$ cat src/rtl/lynx_kbd_pkg.sv
// Shared types, scancode constants and the PS/2 set-2 to Lynx keymap.
// Imported by lynx_keymap and lynx_kbd_matrix.
package lynx_kbd_pkg;

  typedef enum logic [2:0] {
    ST_IDLE,
    ST_EXT,
    ST_BRK,
    ST_EXT_BRK,
    ST_SKIP
  } kbd_state_e;

  localparam logic [7:0] SC_E0  = 8'hE0;
  localparam logic [7:0] SC_E1  = 8'hE1;
  localparam logic [7:0] SC_F0  = 8'hF0;
  localparam logic [7:0] SC_F12 = 8'h07;

  // Extended codes that also feed the joystick
  localparam logic [7:0] SC_UP    = 8'h75;
  localparam logic [7:0] SC_DOWN  = 8'h72;
  localparam logic [7:0] SC_LEFT  = 8'h6B;
  localparam logic [7:0] SC_RIGHT = 8'h74;
  localparam logic [7:0] SC_CTRL  = 8'h14;

  localparam logic [2:0] SKIP_LEN  = 3'd7;
  localparam logic [3:0] SHIFT_ROW = 4'd0;
  localparam logic [2:0] SHIFT_COL = 3'd0;

  typedef struct packed {
    logic       valid;
    logic [3:0] row;
    logic [2:0] col;
    logic       shift_valid;
    logic [3:0] shift_row;
    logic [2:0] shift_col;
  } keymap_t;

  function automatic keymap_t km(
    input logic [3:0] r,
    input logic [2:0] c
  );
    keymap_t e;
    e = '0;
    e.valid = 1'b1;
    e.row   = r;
    e.col   = c;
    return e;
  endfunction

  // Symbols the Lynx only produces with SHIFT held
  function automatic keymap_t kms(
    input logic [3:0] r,
    input logic [2:0] c
  );
    keymap_t e;
    e = km(r, c);
    e.shift_valid = 1'b1;
    e.shift_row   = SHIFT_ROW;
    e.shift_col   = SHIFT_COL;
    return e;
  endfunction

  function automatic keymap_t keymap_lookup(
    input logic       ext,
    input logic [7:0] code
  );
    keymap_t e;
    e = '0;
    case ({ext, code})
      9'h012: e = km(4'd0, 3'd0);
      9'h059: e = km(4'd0, 3'd0);
      9'h076: e = km(4'd0, 3'd1);
      9'h016: e = km(4'd0, 3'd2);
      9'h014: e = km(4'd0, 3'd3);
      9'h114: e = km(4'd0, 3'd3);
      9'h058: e = km(4'd0, 3'd4);
      9'h01E: e = km(4'd1, 3'd0);
      9'h026: e = km(4'd1, 3'd1);
      9'h024: e = km(4'd1, 3'd2);
      9'h01D: e = km(4'd1, 3'd3);
      9'h015: e = km(4'd1, 3'd4);
      9'h025: e = km(4'd2, 3'd0);
      9'h02D: e = km(4'd2, 3'd1);
      9'h01B: e = km(4'd2, 3'd2);
      9'h01C: e = km(4'd2, 3'd3);
      9'h022: e = km(4'd2, 3'd4);
      9'h01A: e = km(4'd2, 3'd5);
      9'h02E: e = km(4'd3, 3'd0);
      9'h02C: e = km(4'd3, 3'd1);
      9'h023: e = km(4'd3, 3'd2);
      9'h02B: e = km(4'd3, 3'd3);
      9'h021: e = km(4'd3, 3'd4);
      9'h02A: e = km(4'd3, 3'd5);
      9'h036: e = km(4'd4, 3'd0);
      9'h035: e = km(4'd4, 3'd1);
      9'h034: e = km(4'd4, 3'd2);
      9'h033: e = km(4'd4, 3'd3);
      9'h032: e = km(4'd4, 3'd4);
      9'h031: e = km(4'd4, 3'd5);
      9'h03D: e = km(4'd5, 3'd0);
      9'h03E: e = km(4'd5, 3'd1);
      9'h03C: e = km(4'd5, 3'd2);
      9'h043: e = km(4'd5, 3'd3);
      9'h03B: e = km(4'd5, 3'd4);
      9'h03A: e = km(4'd5, 3'd5);
      9'h046: e = km(4'd6, 3'd0);
      9'h044: e = km(4'd6, 3'd1);
      9'h042: e = km(4'd6, 3'd2);
      9'h04B: e = km(4'd6, 3'd3);
      9'h041: e = km(4'd6, 3'd4);
      9'h049: e = km(4'd6, 3'd5);
      9'h052: e = kms(4'd6, 3'd6);
      9'h045: e = km(4'd7, 3'd0);
      9'h04D: e = km(4'd7, 3'd1);
      9'h04E: e = km(4'd7, 3'd2);
      9'h055: e = kms(4'd7, 3'd2);
      9'h04C: e = km(4'd7, 3'd3);
      9'h04A: e = km(4'd7, 3'd4);
      9'h066: e = km(4'd8, 3'd0);
      9'h054: e = km(4'd8, 3'd1);
      9'h05B: e = km(4'd8, 3'd2);
      9'h05A: e = km(4'd8, 3'd3);
      9'h15A: e = km(4'd8, 3'd3);
      9'h00D: e = km(4'd8, 3'd4);
      9'h175: e = km(4'd9, 3'd0);
      9'h172: e = km(4'd9, 3'd1);
      9'h16B: e = km(4'd9, 3'd2);
      9'h029: e = km(4'd9, 3'd3);
      9'h174: e = km(4'd9, 3'd4);
      9'h171: e = km(4'd9, 3'd5);
      default: e = '0;
    endcase
    return e;
  endfunction

endpackage

$ cat src/rtl/lynx_keymap.sv
// Combinational PS/2 set-2 to Lynx matrix position lookup.
// Ports: ext_i (E0 prefix seen), code_i (scancode), entry_o (keymap entry).
module lynx_keymap
  import lynx_kbd_pkg::*;
(
  input  logic       ext_i,
  input  logic [7:0] code_i,
  output keymap_t    entry_o
);

  always_comb begin
    entry_o = keymap_lookup(ext_i, code_i);
  end

endmodule

$ cat src/rtl/lynx_kbd_matrix.sv
// PS/2 set-2 decoder driving a Camputers Lynx keyboard matrix.
// Ports: clk, reset (sync, active-high), kbd_intr/kbd_scancode (byte
// strobe), row_sel/row_data (matrix read), kbd_reset (F12 held),
// kbd_joy {fire,up,down,left,right}. Joystick built with LYNX_KBD_JOY_EN.
module lynx_kbd_matrix
  import lynx_kbd_pkg::*;
#(
  parameter int NUM_ROWS = 10
) (
  input  logic       clk,
  input  logic       reset,
  input  logic       kbd_intr,
  input  logic [7:0] kbd_scancode,
  input  logic [3:0] row_sel,
  output logic [7:0] row_data,
  output logic       kbd_reset,
  output logic [4:0] kbd_joy
);

  kbd_state_e state_q, state_d;
  logic [2:0] skip_q, skip_d;

  logic make_ev;
  logic brk_ev;
  logic ext_ev;
  logic is_e0;
  logic is_e1;
  logic is_f0;

  keymap_t ent;

  logic [NUM_ROWS-1:0][7:0] mat_q, mat_d;
  logic [7:0] rd_q, rd_d;
  logic       rst_key_q, rst_key_d;

  assign is_e0 = (kbd_scancode == SC_E0);
  assign is_e1 = (kbd_scancode == SC_E1);
  assign is_f0 = (kbd_scancode == SC_F0);

  // State register
  always_ff @(posedge clk) begin
    if (reset) begin
      state_q <= ST_IDLE;
      skip_q  <= 3'd0;
    end else begin
      state_q <= state_d;
      skip_q  <= skip_d;
    end
  end

  // Next-state logic
  always_comb begin
    state_d = state_q;
    skip_d  = skip_q;
    if (kbd_intr) begin
      unique case (state_q)
        ST_IDLE: begin
          unique case (1'b1)
            is_e0: state_d = ST_EXT;
            is_f0: state_d = ST_BRK;
            is_e1: begin
              state_d = ST_SKIP;
              skip_d  = SKIP_LEN;
            end
            default: state_d = ST_IDLE;
          endcase
        end
        ST_EXT: begin
          unique case (1'b1)
            is_f0:   state_d = ST_EXT_BRK;
            is_e0:   state_d = ST_EXT;
            default: state_d = ST_IDLE;
          endcase
        end
        ST_BRK:     state_d = ST_IDLE;
        ST_EXT_BRK: state_d = ST_IDLE;
        ST_SKIP: begin
          skip_d = skip_q - 3'd1;
          if (skip_q <= 3'd1) begin
            state_d = ST_IDLE;
            skip_d  = 3'd0;
          end
        end
        default: state_d = ST_IDLE;
      endcase
    end
  end

  // Event outputs
  always_comb begin
    make_ev = 1'b0;
    brk_ev  = 1'b0;
    ext_ev  = 1'b0;
    if (kbd_intr) begin
      unique case (state_q)
        ST_IDLE:
          make_ev = !(is_e0 || is_f0 || is_e1);
        ST_EXT: begin
          make_ev = !(is_e0 || is_f0);
          ext_ev  = make_ev;
        end
        ST_BRK:
          brk_ev = 1'b1;
        ST_EXT_BRK: begin
          brk_ev = 1'b1;
          ext_ev = 1'b1;
        end
        default: ;
      endcase
    end
  end

  lynx_keymap u_keymap (
    .ext_i   (ext_ev),
    .code_i  (kbd_scancode),
    .entry_o (ent)
  );

  // Make clears a bit (active-low), break sets it
  always_comb begin
    mat_d = mat_q;
    if ((make_ev || brk_ev) && ent.valid) begin
      for (int r = 0; r < NUM_ROWS; r++) begin
        for (int c = 0; c < 8; c++) begin
          if (ent.row == 4'(r) && ent.col == 3'(c))
            mat_d[r][c] = brk_ev;
          if (ent.shift_valid &&
              ent.shift_row == 4'(r) &&
              ent.shift_col == 3'(c))
            mat_d[r][c] = brk_ev;
        end
      end
    end
  end

  always_comb begin
    rd_d = 8'hFF;
    for (int r = 0; r < NUM_ROWS; r++) begin
      if (row_sel == 4'(r))
        rd_d = mat_q[r];
    end
  end

  always_comb begin
    rst_key_d = rst_key_q;
    if (!ext_ev && kbd_scancode == SC_F12) begin
      if (make_ev) rst_key_d = 1'b1;
      if (brk_ev)  rst_key_d = 1'b0;
    end
  end

  always_ff @(posedge clk) begin
    if (reset) begin
      mat_q     <= '1;
      rd_q      <= 8'hFF;
      rst_key_q <= 1'b0;
    end else begin
      mat_q     <= mat_d;
      rd_q      <= rd_d;
      rst_key_q <= rst_key_d;
    end
  end

  assign row_data  = rd_q;
  assign kbd_reset = rst_key_q;

`ifdef LYNX_KBD_JOY_EN
  logic [4:0] joy_q, joy_d;

  always_comb begin
    joy_d = joy_q;
    if (ext_ev) begin
      case (kbd_scancode)
        SC_CTRL:  joy_d[4] = make_ev;
        SC_UP:    joy_d[3] = make_ev;
        SC_DOWN:  joy_d[2] = make_ev;
        SC_LEFT:  joy_d[1] = make_ev;
        SC_RIGHT: joy_d[0] = make_ev;
        default:  ;
      endcase
    end
  end

  always_ff @(posedge clk) begin
    if (reset) joy_q <= 5'b0;
    else       joy_q <= joy_d;
  end

  assign kbd_joy = joy_q;
`else
  assign kbd_joy = 5'b0;
`endif

endmodule

$ cat config.mk
export PLATFORM = sky130hd
export DESIGN_NAME = lynx_kbd_matrix
export DESIGN_NICKNAME = d
export VERILOG_FILES = /design/src/rtl/lynx_kbd_pkg.sv /design/src/rtl/lynx_keymap.sv /design/src/rtl/lynx_kbd_matrix.sv
export SDC_FILE = /design/constraint.sdc
export NUM_CORES = 1
export LEC_CHECK = 0
export CAP_MARGIN = 20
export CORE_UTILIZATION = 60
export CTS_BUF_LIST = sky130_fd_sc_hd__clkbuf_8
export CTS_CLUSTER_DIAMETER = 50
export DETAILED_ROUTE_END_ITERATION = 8
export PLACE_DENSITY = 0.8
export SYNTH_ARGS = -nofsm -noshare
export SYNTH_HDL_FRONTEND = slang
export SYNTH_SLANG_ARGS = --single-unit
$ cat constraint.sdc
create_clock -name clk -period 3.35 [get_ports clk]
set_input_delay 0.335 -clock clk [delete_from_list [all_inputs] [get_ports clk]]
set_output_delay 0.335 -clock clk [all_outputs]
set_load 0.02 [all_outputs]
# [After elaboration in Yosys (flattened, before gate mapping)]
# Index checks and enable logic that the tools add are counted.
[totals] register_bits=95 latchBits=0 ramBits=0 rom_bits=0 elab_cells=737 mem_count=0
[classes] n_addsub=1 multipliers=0 div=0 n_lt_le_gt_ge=1 n_eq_ne=112 n_shift=0 mux=186 n_bitwise=0 reduce_logical=353
[op_table] op="one-hot mux 16 bit (58 select lines)" n=1
[op_table] op="equality test 9 x 6 -> 1 bit (second input constant)" n=23
[op_table] op="equality test 9 x 7 -> 1 bit (second input constant)" n=21
[op_table] op="logical AND 1 bit" n=172
[op_table] op="two-way mux 1 bit" n=166
[op_table] op="AND reduction 2 bit" n=82
[op_table] op="nonzero test 2 bit" n=82
[op_table] op="equality test 9 x 5 -> 1 bit (second input constant)" n=9
[op_table] op="two-way mux 8 bit" n=10
[op_table] op="equality test 9 bit (second input constant)" n=7
[op_table] op="equality test 4 x 3 -> 1 bit (second input constant)" n=12
[op_table] op="equality test 3 bit (second input constant)" n=9
[op_table] op="equality test 4 x 2 -> 1 bit (second input constant)" n=6
[op_table] op="equality test 4 bit (second input constant)" n=6
[op_table] op="equality test 8 bit (second input constant)" n=3
[op_table] op="equality test 3 x 2 -> 1 bit (second input constant)" n=6
[op_table] op="one-hot mux 3 bit (3 select lines)" n=2
[op_table] op="equality test 4 x 1 -> 1 bit (second input constant)" n=3
[op_table] op="zero test 4 bit" n=3
[op_table] op="equality test 3 x 1 -> 1 bit (second input constant)" n=3
[op_table] op="equality test 9 x 4 -> 1 bit (second input constant)" n=1
[op_table] op="zero test 3 bit" n=3
[op_table] op="two-way mux 3 bit" n=3
[op_table] op="equality test 8 x 3 -> 1 bit (second input constant)" n=1
[op_table] op="other kinds (10)" n=19

# [Depth between registers and ports, before layout]
[depth] ltp_word=13 ltp_mapped=12

# [Modules after synthesis]
# A second synthesis with hierarchy kept.
[unflattened] cells_unflattened=810 hier_area_um2=6787.8
[by_module_without_submodules] mod="lynx_kbd_matrix" n_inst=1 cells_each=623 area_per_inst_um2=5535.3 seq_area_each_um2=1901.8
[by_module_without_submodules] mod="lynx_keymap" n_inst=1 cells_each=187 area_per_inst_um2=1252.5 seq_area_each_um2=0.0

# [Least setup slack after synthesis]
# OpenSTA, ideal clock, no wires.
[synth_timing] path_type="in2reg" start="input kbd_scancode[2]" end="register mat_q[18] (netlist name)" t_arrival_ns=2.717 setup_slack_ns=0.494 path_stages=8 n_path_buf=1 path_cell_list="nand4bb_1 o31ai_2 mux2_4 or4_4 or4_4 buf_6 o21ai_1 o311ai_1"
[synth_between] elab_chain_len=12 word_cells_on_any_way=86 classes_between="eq/ne: 66; mux: 6; reduce/logical: 14"
[synth_rtl] element="start: declaration" line_no="lynx_kbd_matrix.sv:13" rtl="input logic [7:0] kbd_scancode,"
[synth_rtl] element="equality test 8 bit (on tied branches)" line_no="lynx_kbd_matrix.sv:36, lynx_kbd_matrix.sv:38"
[synth_rtl] element="logical OR 1 bit" line_no="lynx_kbd_matrix.sv:97, lynx_kbd_matrix.sv:99"
[synth_rtl] element="zero test 1 bit" line_no="lynx_kbd_matrix.sv:99" rtl="make_ev = !(is_e0 || is_f0);"
[synth_rtl] element="one-hot mux 1 bit (2 select lines)" line_no="lynx_kbd_matrix.sv:95" rtl="unique case (state_q)"
[synth_rtl] element="two-way mux 1 bit" line_no="lynx_kbd_matrix.sv:94" rtl="if (kbd_intr) begin"
[synth_rtl] element="equality test 9 x 7 -> 1 bit (tied with other cells)" line_no="lynx_kbd_pkg.sv:69" rtl="case ({ext, code})"
[synth_rtl] element="OR reduction 2 bit (no source line)"
[synth_rtl] element="one-hot mux 16 bit (58 select lines)" line_no="lynx_kbd_pkg.sv:69"
[synth_rtl] element="equality test 4 x 2 -> 1 bit (tied with other cells)" line_no="lynx_kbd_matrix.sv:125" rtl="if (ent.row == 4'(r) && ent.col == 3'(c))"
[synth_rtl] element="logical AND 1 bit (on tied branches)" line_no="lynx_kbd_matrix.sv:125, lynx_kbd_matrix.sv:128"
[synth_rtl] element="nonzero test 2 bit (no source line)"
[synth_rtl] element="AND reduction 2 bit (no source line)"
[synth_rtl] element="end signal: assignment" line_no="lynx_kbd_matrix.sv:158" rtl="mat_q <= mat_d;"
[synth_rtl] element="end: declaration" line_no="lynx_kbd_matrix.sv:32" rtl="logic [NUM_ROWS-1:0][7:0] mat_q, mat_d;"
# Parallel ways exist; a longest one is shown, timed or not.
# A chain may end at the register's enable or synchronous reset.

# [Worst setup path in the final report]
[layout_timing] start="input kbd_scancode[6]" end="register mat_q[48] (netlist name)"
[layout_between] elab_chain_len=12 word_cells_on_any_way=86 classes_between="eq/ne: 65; mux: 6; reduce/logical: 15"
[layout_rtl] element="equality test 8 bit (on tied branches)" line_no="lynx_kbd_matrix.sv:36, lynx_kbd_matrix.sv:38"
[layout_rtl] element="logical OR 1 bit" line_no="lynx_kbd_matrix.sv:97, lynx_kbd_matrix.sv:99"
[layout_rtl] element="zero test 1 bit" line_no="lynx_kbd_matrix.sv:99"
[layout_rtl] element="one-hot mux 1 bit (2 select lines)" line_no="lynx_kbd_matrix.sv:95"
[layout_rtl] element="two-way mux 1 bit" line_no="lynx_kbd_matrix.sv:94"
[layout_rtl] element="equality test 9 x 7 -> 1 bit (tied with other cells)" line_no="lynx_kbd_pkg.sv:69"
[layout_rtl] element="OR reduction 2 bit (no source line)"
[layout_rtl] element="one-hot mux 16 bit (58 select lines)" line_no="lynx_kbd_pkg.sv:69"
[layout_rtl] element="equality test 4 x 3 -> 1 bit (tied with other cells)" line_no="lynx_kbd_matrix.sv:125"
[layout_rtl] element="logical AND 1 bit (on tied branches)" line_no="lynx_kbd_matrix.sv:125, lynx_kbd_matrix.sv:128"
[layout_rtl] element="nonzero test 2 bit (no source line)"
[layout_rtl] element="AND reduction 2 bit (no source line)"
# Parallel ways exist; a longest one is shown, timed or not.

==> metrics.md <==
| Metric | Value |
|---|---|
| Synth warnings | `0` |
| CTS sink cnt | `95` |
| Synth top cells by count | `dfxtp_1 (95), nor2_1 (70), clkbuf_1 (35)` |
| Top cells by area, synth | `dfxtp_1 (34%), mux2i_1 (5.7%), nor2_1 (4.7%)` |
| Synth top area share | `roughly 34%` |
| Final nets | `between 700 and 800` |
| CORE AREA | `approximately 8800 um^2` |
| Setup crit start kind | `input port` |
| Post-Route WL | `about 17000 um` |
| GRT Util Overall | `35.67%` |
| DP Wirelength | `around 12000 um` |
| Max Root-Sink Buffers | `2` |
| CTS Buf Count | `9` |
| Crit path kind | `in -> reg` |
| GRT overflow | `0` |
| Vias in the first global route | `~5200` |
| Die width | `98.46 um` |
| Starting Density | `between 60 and 70%` |
| Worst Path Required | `approximately 3.6 ns` |
| PortBufs | `23` |
| R2R Path End | `mat_q[48]` |
| Crit path capture | `mat_q[48]` |
| Most common cell in the netlist | `dfxtp_1` |
| Antenna-violating nets left | `0` |
| Min Tclk post-route | `roughly 3.2 ns` |
| PD cells | `about 360 nW/um^2` |
| P_leak | `0.002266 uW` |
| Die area | `9694 um^2` |
| Post-synth EDFFs | `0` |
| Critical Path Sink Type | `flop` |
| First-pass GRT wire length | `approximately 27000 um` |
| Critical Path Fanout Max | `6` |
| Fin Clk Skew | `0.01332 ns` |
| Synthesized flop and latch total | `between 90 and 100` |
| R2R depth | `8` |
| Flop2flop setup slack | `approximately 0.31 ns` |
| Worst vdd ir | `0.3672 mV` |
| Hold Worst Slack | `0.4415 ns` |
| FMAX | `between 300 and 400 MHz` |
| IO Pins | `29` |
| GPL Wtd Cong | `between 1 and 1.5` |
| Share of post-route cells with drive strength above 1 | `~22%` |
| Slew Limit Fails | `0` |
| Worst r2r src | `state_q[2]` |
| Routed len/inst | `20.98 um` |
| Largest net degree at the start of global routing | `42` |
| FP Rows | `34` |
| Post-Syn Area | `5583 um^2` |
| Worst EP arrival | `approximately 3.4 ns` |
| Critical path startpoint | `kbd_scancode[6]` |
| Fin util | `roughly 73%` |
| Count of final setup violators | `0` |
| Antenna violations before repair | `0` |
| Post-synth ARST share | `0%` |
| Die Height | `just under 100 um` |
| Slew HR | `42.24%` |
| Clock root buffer | `clkbuf_8` |
| Via density per instance | `6.934` |
| Final Hold Fails | `0` |
| Drt drc | `0` |
| Number of inserted diodes | `0` |
| RSZ-0062 raised after global routing | `no` |
| CTS clk-pin slew, worst paths | `~0.090 ns` |
| Worst-margin pin slew | `~0.86 ns` |
| Top FF cell, synth | `dfxtp_1` |
| Status | `completed` |
| TritonCTS clock tree | `built` |
| Via count | `5644` |
| Pre-Repair DR Iteration Count | `8` |
| Fillcell total | `approximately 700` |
| Area leader, netlist | `dfxtp_1` |
| DR iter-0 viols | `~840` |
| Post-CTS Repair Setup Buffers | `0` |
| # resized after CTS | `0` |
| CTS H-tree lvls | `3` |
| Register area share after synthesis | `about 34%` |
| Mapped Cells | `~660` |
| Post-CTS Hold Buffers | `0` |
| Unique cell type count in the Yosys netlist | `72` |
| Max_cap viols | `0` |
| Synth-to-layout area growth | `15.89%` |
| Fin crit share | `between 90% and 100%` |
| Synthesized area per cell | `approximately 8.5 um^2` |
| Clk Latency, worst-skew pair | `between 0.3 and 0.4 ns` |
| Hold Crit Class | `reg -> reg` |
-- flip-flops by register name, indices dropped and copies added (netlist names) --
register,flops
row_data,8
kbd_reset,1
skip_q,3
state_q,3
mat_q,80
-- stage by stage --
| stage | instances | TNS, ns | setup slack (ns) | instance area, um^2 | power (uW) |
|---|---|---|---|---|---|
| after CTS | 814 | 0 | 0.2333 | 6470 | 2303 |
| after global placement | 798 | 0 | 0.01618 | 6248 | 1480 |
| after detailed placement | 798 | -0.2430 | -0.06386 | 6248 | 1483 |
| after floorplan | 659 | 0 | 0.4945 | 5598 | 1362 |
| final | 814 | 0 | 0.1434 | 6470 | 2305 |
| after global routing | 814 | 0 | 0.01917 | 6470 | 2376 |
-- cell type report --
cell class	count	area, um^2	share of cell area [%]
Multi-Input combinational cell	490	3359	51.92
Sequential cell	95	1902	29.39
Timing Repair Buffer	98	825.8	12.76
Clock inverter	7	97.59	1.508
Inverter	7	26.28	0.4061
Tap cell	108	135.1	2.089
Clock buffer	9	123.9	1.915
-- layout by cell type, fill, tap and decap left out, drive strengths merged, types with 6 or more instances in the layout --
| cell | synthesis | routed |
|---|---|---|
| o41ai | 7 | 7 |
| mux2 | 17 | 17 |
| o311ai | 8 | 8 |
| o211ai | 7 | 7 |
| nand4 | 9 | 9 |
| nor3 | 24 | 24 |
| o31ai | 9 | 9 |
| a21oi | 29 | 29 |
| and3 | 6 | 6 |
| nor4 | 10 | 10 |
| o32ai | 9 | 9 |
| or2 | 27 | 27 |
| a31oi | 6 | 6 |
| clkdlybuf4s50 | 0 | 22 |
| nand2 | 20 | 20 |
| o21ai | 35 | 35 |
| buf | 32 | 76 |
| nand2b | 13 | 13 |
| nand3 | 22 | 22 |
| dfxtp | 95 | 95 |
| o22ai | 21 | 21 |
| clkbuf | 35 | 9 |
| nor2 | 70 | 70 |
| o2111ai | 6 | 6 |
| mux2i | 32 | 32 |
| a211oi | 8 | 8 |
| mux4 | 8 | 8 |
| nor4b | 6 | 6 |
| inv | 7 | 9 |
-- metal layers --
layer  track usage [%]  up-vias  wire, um
met5                 0        -         0
met4             13.43        0       411
met3             7.376       56      1669
met2             54.93      319      7771
met1             49.46     2705      7228
li1                  -     2564         -
-- where the power goes --
group / total, uW / switching, uW / internal (uW)
Combinational: 334 / 209 / 125
Sequential: 1140 / 3.29 / 1130
Clock: 835 / 410 / 425
Total: 2310 / 623 / 1680
-- worst max-delay path, stage by stage --
cell,delay [ns]
clkdlybuf4s50_1,0.53
nand4bb_1,0.20
o31ai_2,0.36
mux2_4,0.35
nor4_1,0.58
nand3_1,0.23
buf_4,0.21
o31ai_1,0.43
nand3_1,0.16
-- how the worst min path moves through the flow --
stage                     cells past startpoint      start   endpoint
final                                         1  mat_q[55]  mat_q[55]
after global routing                          1  mat_q[55]  mat_q[55]
after CTS                                     1  mat_q[22]  mat_q[22]
after detailed placement                      1  mat_q[22]  mat_q[22]
after global placement                        1  mat_q[23]  mat_q[23]
after floorplan                               1  mat_q[55]  mat_q[55]
-- cell families (layout without fill, tap and decap cells) --
group / Yosys count / after routing / synth area share, %
AOI/OAI and AO/OA: 171 / 171 / 21.04
xor gates and xnor gates: 2 / 2 / 0.3138
adders and majority gates: 2 / 2 / 0.4482
buffers and inverters: 74 / 121 / 6.073
DFF: 95 / 95 / 34.07
muxes: 57 / 57 / 12.46
other: 1 / 5 / 0.06717
and+or+nand+nor: 253 / 253 / 25.53
(Power assumes the default switching activity.)
